`src/rtl/serv_lsu_w_pkg.sv`:
```
// Shared types and helpers for the W-bit serial load/store unit.
// Included by the FSM top and the byte-lane datapath.
package serv_lsu_w_pkg;

  typedef enum logic [2:0] {
    S_IDLE,
    S_SHIFT_IN,
    S_BUS,
    S_SHIFT_OUT,
    S_DONE
  } state_e;

  typedef enum logic [1:0] {
    SZ_BYTE,
    SZ_HALF,
    SZ_WORD
  } size_e;

  function automatic size_e decode_size(input logic word, input logic half);
    if (word) return SZ_WORD;
    else if (half) return SZ_HALF;
    else return SZ_BYTE;
  endfunction

  function automatic logic is_misaligned(input logic [1:0] lsb, input size_e size);
    return (lsb[0] & (size != SZ_BYTE)) | (lsb[1] & (size == SZ_WORD));
  endfunction

  function automatic logic [5:0] size_bits(input size_e size);
    case (size)
      SZ_BYTE: return 6'd8;
      SZ_HALF: return 6'd16;
      default: return 6'd32;
    endcase
  endfunction

endpackage

```
`src/rtl/serv_lsu_w_lane.sv`:
```
// Byte-lane steering: rotates store data onto the bus lanes and extracts
// one sign/zero-extended W-bit beat of the load result.
module serv_lsu_w_lane
  import serv_lsu_w_pkg::*;
#(
  parameter int W  = 1,
  parameter int CW = 1
) (
  input  logic [31:0]   data,
  input  logic [1:0]    lsb,
  input  size_e         size,
  input  logic          sgn,
  input  logic [CW-1:0] beat,
  output logic [31:0]   wb_dat,
  output logic [3:0]    wb_sel,
  output logic [W-1:0]  rd
);

  logic [63:0] dbl;
  logic [63:0] rot_l;
  logic [63:0] rot_r;
  logic [4:0]  sh;
  logic [31:0] rd_word;
  logic [5:0]  nbits;
  logic [4:0]  msb;
  logic        ext;
  logic [5:0]  idx;

  // Doubling the word turns the shifts into rotates without a 32-bit shift corner case.
  assign dbl     = {data, data};
  assign sh      = {lsb, 3'b000};
  assign rot_l   = dbl << sh;
  assign rot_r   = dbl >> sh;
  assign wb_dat  = rot_l[63:32];
  assign rd_word = rot_r[31:0];
  assign nbits   = size_bits(size);
  assign msb     = 5'(nbits - 6'd1);
  assign ext     = sgn & rd_word[msb];

  always_comb begin
    wb_sel = 4'hF;
    case (size)
      SZ_BYTE: wb_sel = 4'b0001 << lsb;
      SZ_HALF: wb_sel = lsb[1] ? 4'b1100 : 4'b0011;
      default: wb_sel = 4'hF;
    endcase
  end

  always_comb begin
    rd  = '0;
    idx = '0;
    for (int j = 0; j < W; j++) begin
      idx   = 6'(int'(beat) * W + j);
      rd[j] = (idx < nbits) ? rd_word[idx[4:0]] : ext;
    end
  end

endmodule

```
`src/rtl/serv_lsu_w.sv`:
```
// W-bit serial load/store unit owning the data Wishbone handshake,
// with misalignment trap, bus-error and timeout fault reporting.
module serv_lsu_w
  import serv_lsu_w_pkg::*;
#(
  parameter int W                  = 1,
  parameter bit WITH_MISALIGN_TRAP = 1'b1,
  parameter int TIMEOUT            = 0
) (
  input  logic          i_clk,
  input  logic          i_rst_n,
  input  logic          i_start,
  input  logic          i_we,
  input  logic          i_signed,
  input  logic          i_word,
  input  logic          i_half,
  input  logic [31:0]   i_adr,
  input  logic [W-1:0]  i_op_b,
  output logic          o_op_b_rdy,
  output logic [W-1:0]  o_rd,
  output logic          o_rd_valid,
  output logic          o_busy,
  output logic          o_done,
  output logic          o_misalign,
  output logic          o_fault,
  output logic [31:0]   o_wb_adr,
  output logic [31:0]   o_wb_dat,
  output logic [3:0]    o_wb_sel,
  output logic          o_wb_we,
  output logic          o_wb_cyc,
  input  logic [31:0]   i_wb_rdt,
  input  logic          i_wb_ack,
  input  logic          i_wb_err
);

  localparam int N  = 32 / W;
  localparam int CW = (N > 1) ? $clog2(N) : 1;
  localparam int TW = (TIMEOUT > 1) ? $clog2(TIMEOUT) : 1;
  localparam logic [CW-1:0] BEAT_LAST = CW'(N - 1);
  localparam logic [TW-1:0] TMO_LAST  = TW'((TIMEOUT > 0) ? TIMEOUT - 1 : 0);

  state_e        state_q, state_d;
  logic [1:0]    lsb_q;
  size_e         size_q;
  logic          sgn_q;
  logic          we_q;
  logic          mis_q;
  logic          fault_q;
  logic [31:0]   data_q;
  logic [CW-1:0] cnt_q;
  logic [TW-1:0] tmo_q;

  size_e         start_size;
  logic          trap;
  logic          beat_last;
  logic          tmo_hit;
  logic          bus_exit;
  logic          bus_fault;
  logic [31+W:0] shift_cat;
  logic [31:0]   lane_dat;
  logic [3:0]    lane_sel;
  logic [W-1:0]  lane_rd;

  assign start_size = decode_size(i_word, i_half);
  assign trap       = WITH_MISALIGN_TRAP && is_misaligned(i_adr[1:0], start_size);
  assign beat_last  = (cnt_q == BEAT_LAST);
  assign tmo_hit    = (TIMEOUT > 0) && (tmo_q == TMO_LAST);
  assign bus_exit   = i_wb_err | i_wb_ack | tmo_hit;
  // err beats ack; ack beats a simultaneous timeout.
  assign bus_fault  = i_wb_err | (~i_wb_ack & tmo_hit);
  assign shift_cat  = {i_op_b, data_q} >> W;

  serv_lsu_w_lane #(.W(W), .CW(CW)) u_lane (
    .data   (data_q),
    .lsb    (lsb_q),
    .size   (size_q),
    .sgn    (sgn_q),
    .beat   (cnt_q),
    .wb_dat (lane_dat),
    .wb_sel (lane_sel),
    .rd     (lane_rd)
  );

  always_ff @(posedge i_clk or negedge i_rst_n) begin
    if (!i_rst_n) state_q <= S_IDLE;
    else          state_q <= state_d;
  end

  always_comb begin
    state_d    = state_q;
    o_op_b_rdy = 1'b0;
    o_rd_valid = 1'b0;
    o_wb_cyc   = 1'b0;
    o_done     = 1'b0;
    case (state_q)
      S_IDLE: begin
        if (i_start) state_d = trap ? S_DONE : (i_we ? S_SHIFT_IN : S_BUS);
      end
      S_SHIFT_IN: begin
        o_op_b_rdy = 1'b1;
        if (beat_last) state_d = S_BUS;
      end
      S_BUS: begin
        o_wb_cyc = 1'b1;
        if (bus_exit) state_d = (bus_fault || we_q) ? S_DONE : S_SHIFT_OUT;
      end
      S_SHIFT_OUT: begin
        o_rd_valid = 1'b1;
        if (beat_last) state_d = S_DONE;
      end
      S_DONE: begin
        o_done  = 1'b1;
        state_d = S_IDLE;
      end
      default: state_d = S_IDLE;
    endcase
  end

  always_ff @(posedge i_clk or negedge i_rst_n) begin
    if (!i_rst_n) begin
      lsb_q   <= '0;
      size_q  <= SZ_BYTE;
      sgn_q   <= 1'b0;
      we_q    <= 1'b0;
      mis_q   <= 1'b0;
      fault_q <= 1'b0;
      data_q  <= '0;
      cnt_q   <= '0;
      tmo_q   <= '0;
    end else begin
      case (state_q)
        S_IDLE: begin
          if (i_start) begin
            lsb_q   <= i_adr[1:0];
            size_q  <= start_size;
            sgn_q   <= i_signed;
            we_q    <= i_we;
            mis_q   <= trap;
            fault_q <= 1'b0;
            cnt_q   <= '0;
            tmo_q   <= '0;
          end
        end
        S_SHIFT_IN: begin
          data_q <= shift_cat[31:0];
          cnt_q  <= beat_last ? '0 : cnt_q + 1'b1;
        end
        S_BUS: begin
          tmo_q <= bus_exit ? '0 : tmo_q + 1'b1;
          if (bus_exit) fault_q <= bus_fault;
          if (i_wb_ack && !i_wb_err && !we_q) data_q <= i_wb_rdt;
        end
        S_SHIFT_OUT: begin
          cnt_q <= beat_last ? '0 : cnt_q + 1'b1;
        end
        default: ;
      endcase
    end
  end

  // Bus outputs are parked at zero outside a bus cycle.
  assign o_busy     = (state_q != S_IDLE);
  assign o_misalign = o_done & mis_q;
  assign o_fault    = o_done & fault_q;
  assign o_wb_adr   = o_wb_cyc ? {i_adr[31:2], 2'b00} : '0;
  assign o_wb_dat   = o_wb_cyc ? lane_dat : '0;
  assign o_wb_sel   = o_wb_cyc ? lane_sel : '0;
  assign o_wb_we    = o_wb_cyc & we_q;
  assign o_rd       = o_rd_valid ? lane_rd : '0;

endmodule

```
`config.mk`:
```
export PLATFORM = sky130hd
export DESIGN_NAME = serv_lsu_w
export DESIGN_NICKNAME = d
export VERILOG_FILES = /design/src/rtl/serv_lsu_w_pkg.sv /design/src/rtl/serv_lsu_w_lane.sv /design/src/rtl/serv_lsu_w.sv
export SDC_FILE = /design/constraint.sdc
export NUM_CORES = 1
export LEC_CHECK = 0
export ABC_AREA = 1
export BUFFER_PORTS_ARGS = -buffer_cell sky130_fd_sc_hd__buf_2
export CAP_MARGIN = 20
export CORE_MARGIN = 3
export CORE_UTILIZATION = 45
export CTS_CLUSTER_DIAMETER = 120
export CTS_CLUSTER_SIZE = 40
export DETAILED_ROUTE_END_ITERATION = 10
export PLACE_DENSITY = 0.77
export RECOVER_POWER = 25
export SLEW_MARGIN = 25
export SYNTH_ARGS = -nofsm -noshare
export SYNTH_HDL_FRONTEND = slang
export SYNTH_SLANG_ARGS = --single-unit
```
`constraint.sdc`:
```
create_clock -name i_clk -period 1.38 [get_ports i_clk]
set_input_delay 0.069 -clock i_clk [delete_from_list [all_inputs] [get_ports i_clk]]
set_output_delay 0.069 -clock i_clk [all_outputs]
set_load 0.03 [all_outputs]
```
==> impl_metrics.tcl, run 1 <==
set metrics [dict create \
    haltStage "global routing" \
    cts_max_level 2 \
    place_area_mm2 0.00665 \
    syn_area_per_cell_um2 6.08 \
    grt_max_degree 49 \
    dieHeight_um 102 \
    io_pins 151 \
    error "[ERROR DPL-0038] Utilization greater than 100%, impossible to legalize" \
    outcome "aborted with a tool error" \
    placementRows 34 \
    die_w_um 102 \
    start_util_pct 46.8 \
    numCtsBuffers 5 \
    cts.sinks 48 \
    synth-seq-cells 48 \
    ys_seq_area_share_pct 29.2 \
    root_buffer "clkbuf_8" \
    clockBufferDepth 2 \
    yosysWarnings 0 \
    crit_endpoint "o_rd" \
    netlist_instances 677 \
    synthDistinctLibCells 31 \
    numPortBuffers 148 \
    synth_area_mm2 0.00412 \
    place_hpwl_mm 12.8 \
    post-place-ws_ps -465 \
    worstEpCategory "top-level output" \
    gp_congestion 0.942 \
]
[synth_stat cells, drive strengths merged]
master	instances	share of area, %
a21oi	16	1.9
o21ai	45	5.5
a22o	1	0.21
nand4	1	0.15
nor4	1	0.15
dfrtp	48	29
buf	30	4.3
ha	3	0.91
nor2	81	7.7
o311ai	2	0.43
nor3	8	1.2
o21a	2	0.36
o22ai	1	0.15
a31oi	64	9.7
clkbuf	16	1.5
inv	59	5.4
nand2	181	17
nand3	117	14
conb	1	0.091
[metrics by stage]
stage          std cells  TNS (ps)
2_1_floorplan        678     -7440
3_3_place_gp        1045    -11330
3_5_place_dp        1045    -15670
4_1_cts             1100    -45670
[what timing repair did]
action / CTS
gates resized for setup: 309
pin swaps: 29
gates cloned: 16
hold endpoints to repair: 50
buffers inserted: 31
hold buffers: 3
setup endpoints to repair: 118
[cells by family after synthesis]
logic type	after synthesis	synth area share, %
AND/OR/NAND/NOR	389	40.3
flip-flops	48	29.2
buffers and inverters	105	11.2
adder cells (fa/ha/maj)	3	0.912
other	1	0.0911
AO/OA/AOI/OAI	131	18.3
==> inputs of run 2 (changes only) <==
Settings changed: CORE_UTILIZATION 45 to 30, CTS_CLUSTER_DIAMETER 120 to unset, CTS_CLUSTER_SIZE 40 to unset, PLACE_DENSITY 0.77 to unset, PLACE_DENSITY_LB_ADDON set to 0.15.
Clock period 1.38 ns to 1.8 ns, I/O delays scaled along.
==> run 2 against run 1 <==
The flow now finishes, with violations (negative setup slack). Synthesized area unchanged. Synthesized cell count stayed put.
==> impl_metrics.tcl, run 2 <==
set metrics [dict create \
    outcome "finished with violations" \
    violations "negative setup slack" \
    area_growth_syn_to_layout_pct 68.8 \
    drt_iter0_drc 399 \
    p_sw_mw 7.73 \
    synth-edff-count 0 \
    ys_async_sr_fraction_pct 100 \
    grt_max_degree 70 \
    fin_nets 964 \
    gr-total-overflow 0 \
    start_util_pct 30.8 \
    min_path_type "in -> reg" \
    top_regs "data_q x32, cnt_q x5, state_q x3" \
    die_area_mm2 0.0152 \
    power_frac_clock_pct 7.1 \
    wl_mm 18.0 \
    drc 0 \
    placementRows 42 \
    period_needed_ps 2080 \
    grt_pass1_wl_mm 25.5 \
    place_hpwl_mm 12.1 \
    ys_top_cells_by_area "dfrtp_1, nand2_1, nand3_1" \
    p_sw_share_pct 52.9 \
    numCtsBuffers 5 \
    ys_seq_area_share_pct 29.2 \
    final_util_pct 52.1 \
    crit_slowest_cell "dfrtp_2" \
    avgRoutedWirePerCell_um 16.9 \
    p_leak_nw 3.41 \
    path_max_fanout 17 \
    cts_max_level 2 \
    wl_met1_mm 7.67 \
    die_w_um 123 \
    cp-start-kind "register" \
    worstPathArrival_ps 1990 \
    drive_gt1_share_pct 45.1 \
    yosysTopAreaCell "dfrtp_1" \
    via_count 5644 \
    core_mm2 0.0133 \
    skew_ps 4.99 \
    largest_reg_flops 32 \
    post-place-ws_ps -30.0 \
    yosysWarnings 0 \
    drt-vias-per-instance 5.31 \
    finalSetupTns_ps -914 \
    fin_crit_sh_pct 115 \
    drv_slew 0 \
    endpoint_kind "output pin" \
    maxCapViolations 0 \
    clkTransAtPathRegs_ps 60 \
    fillers 1336 \
    n_antenna_cell 0 \
    yosys_most_used_dff "dfrtp_1" \
    ant_nets 0 \
    combPwrFrac_pct 76.9 \
    rsz0062_at_grt "true" \
    worstSkewPairLatency_ps 290 \
    synth-seq-cells 48 \
    cts.sinks 48 \
    synthTopCellsByCount "nand2_1, nand3_1, nor2_1, a31oi_1, inv_1" \
    topRoutingLayerUsed "met4" \
    tightestPinTransition_ps 1280 \
    dieHeight_um 123 \
    intPower_mw 6.88 \
    worst-endpoint-required_ps 1710 \
    numPortBuffers 148 \
    fmax_mhz 481 \
    path_cells "buf_12 > nand2_2 > nand3_2 > nand3_1 > nand2_1 > a21oi_2 > nand3_2 > nand3_2 > nand3_2 > nand2_1 > inv_2 > buf_6" \
    final_common_cell "nand2_1" \
    finalHoldViolations 0 \
    slew_headroom_pct 14.7 \
    path_buf_inv 3 \
    regMostFlops "data_q" \
    netlist_instances 677 \
    antenna_found_initial 0 \
    crit_top_cell "nand3_2" \
    synth.most_common_cell "nand2_1" \
    synth_top_cell_area_share_pct 29.2 \
    slowest_delay_ps 470 \
    routed-wl-met3_mm 1.15 \
    synth_area_mm2 0.00412 \
    seqPwrFrac_pct 16.0 \
    io_pins 151 \
    critPathTopFamily "simple AND/OR/NAND/NOR gates" \
    place_inst 1029 \
    cts_tree "built" \
    syn_area_per_cell_um2 6.08 \
    root_buffer "clkbuf_16" \
    grt_usage_pct 21.2 \
    layoutNonFillerInstCount 1062 \
    drt_first_pass_iters 5 \
    path_class "reg -> out" \
    synthDistinctLibCells 31 \
    fin_ws_ps -277 \
    final_cell_mix "nand2_1, buf_4, nand3_1" \
    grt_pass1_vias 5155 \
    setup_viol_count_final 16 \
    gp_congestion 0.907 \
    wl_met2_mm 8.78 \
    clockBufferDepth 2 \
    ir_drop_v 0.000695 \
    powerDensity_mw_per_mm2 2100 \
]
run 2: power groups by stage:
stage	sequential, mW	clock [mW]	combinational [mW]
4_1_cts	2.20	1.07	9.43
3_5_place_dp	2.21	0	8.66
6_report	2.33	1.04	11.2
5_1_grt	2.41	1.11	12.1
3_3_place_gp	2.20	0	8.51
2_1_floorplan	1.90	0	5.73
run 2: layer usage:
metal / up-vias / GRT usage (%)
li1: 2706 / -
met1: 2679 / 27.3
met2: 232 / 37.4
met5: - / 0
met3: 27 / 3.25
met4: 0 / 5.12
run 2: final timing paths:
| kind | start | endpoint | slack [ps] | cells past startpoint |
|---|---|---|---|---|
| min in group asynchronous | i_rst_n | lsb_q[0]$_DFFE_PN0P_ | 670 | 3 |
| worst min-delay path | i_half | size_q[0]$_DFFE_PN0P_ | 40 | 2 |
| max in group asynchronous | i_rst_n | lsb_q[1]$_DFFE_PN0P_ | 290 | 3 |
| worst max register to register | state_q[0]$_DFFE_PN0P_ | data_q[16]$_DFFE_PN0P_ | 50 | 9 |
| worst min register to register | sgn_q$_DFFE_PN0P_ | sgn_q$_DFFE_PN0P_ | 490 | 2 |
| worst max-delay path | lsb_q[0]$_DFFE_PN0P_ | o_rd | -280 | 12 |
run 2: stage by stage:
stage / area [µm²] / hold slack, ps / power [mW]
2_1_floorplan: 4170 / -206 / 7.63
5_1_grt: 6950 / 35.2 / 15.7
3_5_place_dp: 5540 / 256 / 10.9
3_3_place_gp: 5540 / 248 / 10.7
6_report: 6950 / 35.5 / 14.6
4_1_cts: 6060 / 30.8 / 12.7
run 2: logic make-up after synthesis:
| family | Yosys count | share of synthesized area, % |
|---|---|---|
| flip-flops | 48 | 29.2 |
| other | 1 | 0.0911 |
| AO/OA/AOI/OAI | 131 | 18.3 |
| AND/OR/NAND/NOR | 389 | 40.3 |
| buffers and inverters | 105 | 11.2 |
| adder cells (fa/ha/maj) | 3 | 0.912 |
run 2: cell type report:
| cell class | count | area [µm²] | area share [%] |
|---|---|---|---|
| Multi-Input combinational cell | 526 | 3020 | 43.5 |
| Timing Repair Buffer | 247 | 2110 | 30.4 |
| Sequential cell | 48 | 1200 | 17.3 |
| Inverter | 59 | 236 | 3.40 |
| Tap cell | 176 | 220 | 3.17 |
| Clock buffer | 5 | 125 | 1.80 |
| Clock inverter | 1 | 30.0 | 0.432 |
run 2: repair_timing:
item	CTS	global route
gates cloned	4	10
setup buffers	10	3
endpoints found under the hold margin	49	0
hold buffers	2	0
setup endpoints to repair	56	72
resized for setup	67	251
pin swaps	1	19
Note: power is estimated with default switching activity, not from simulation.
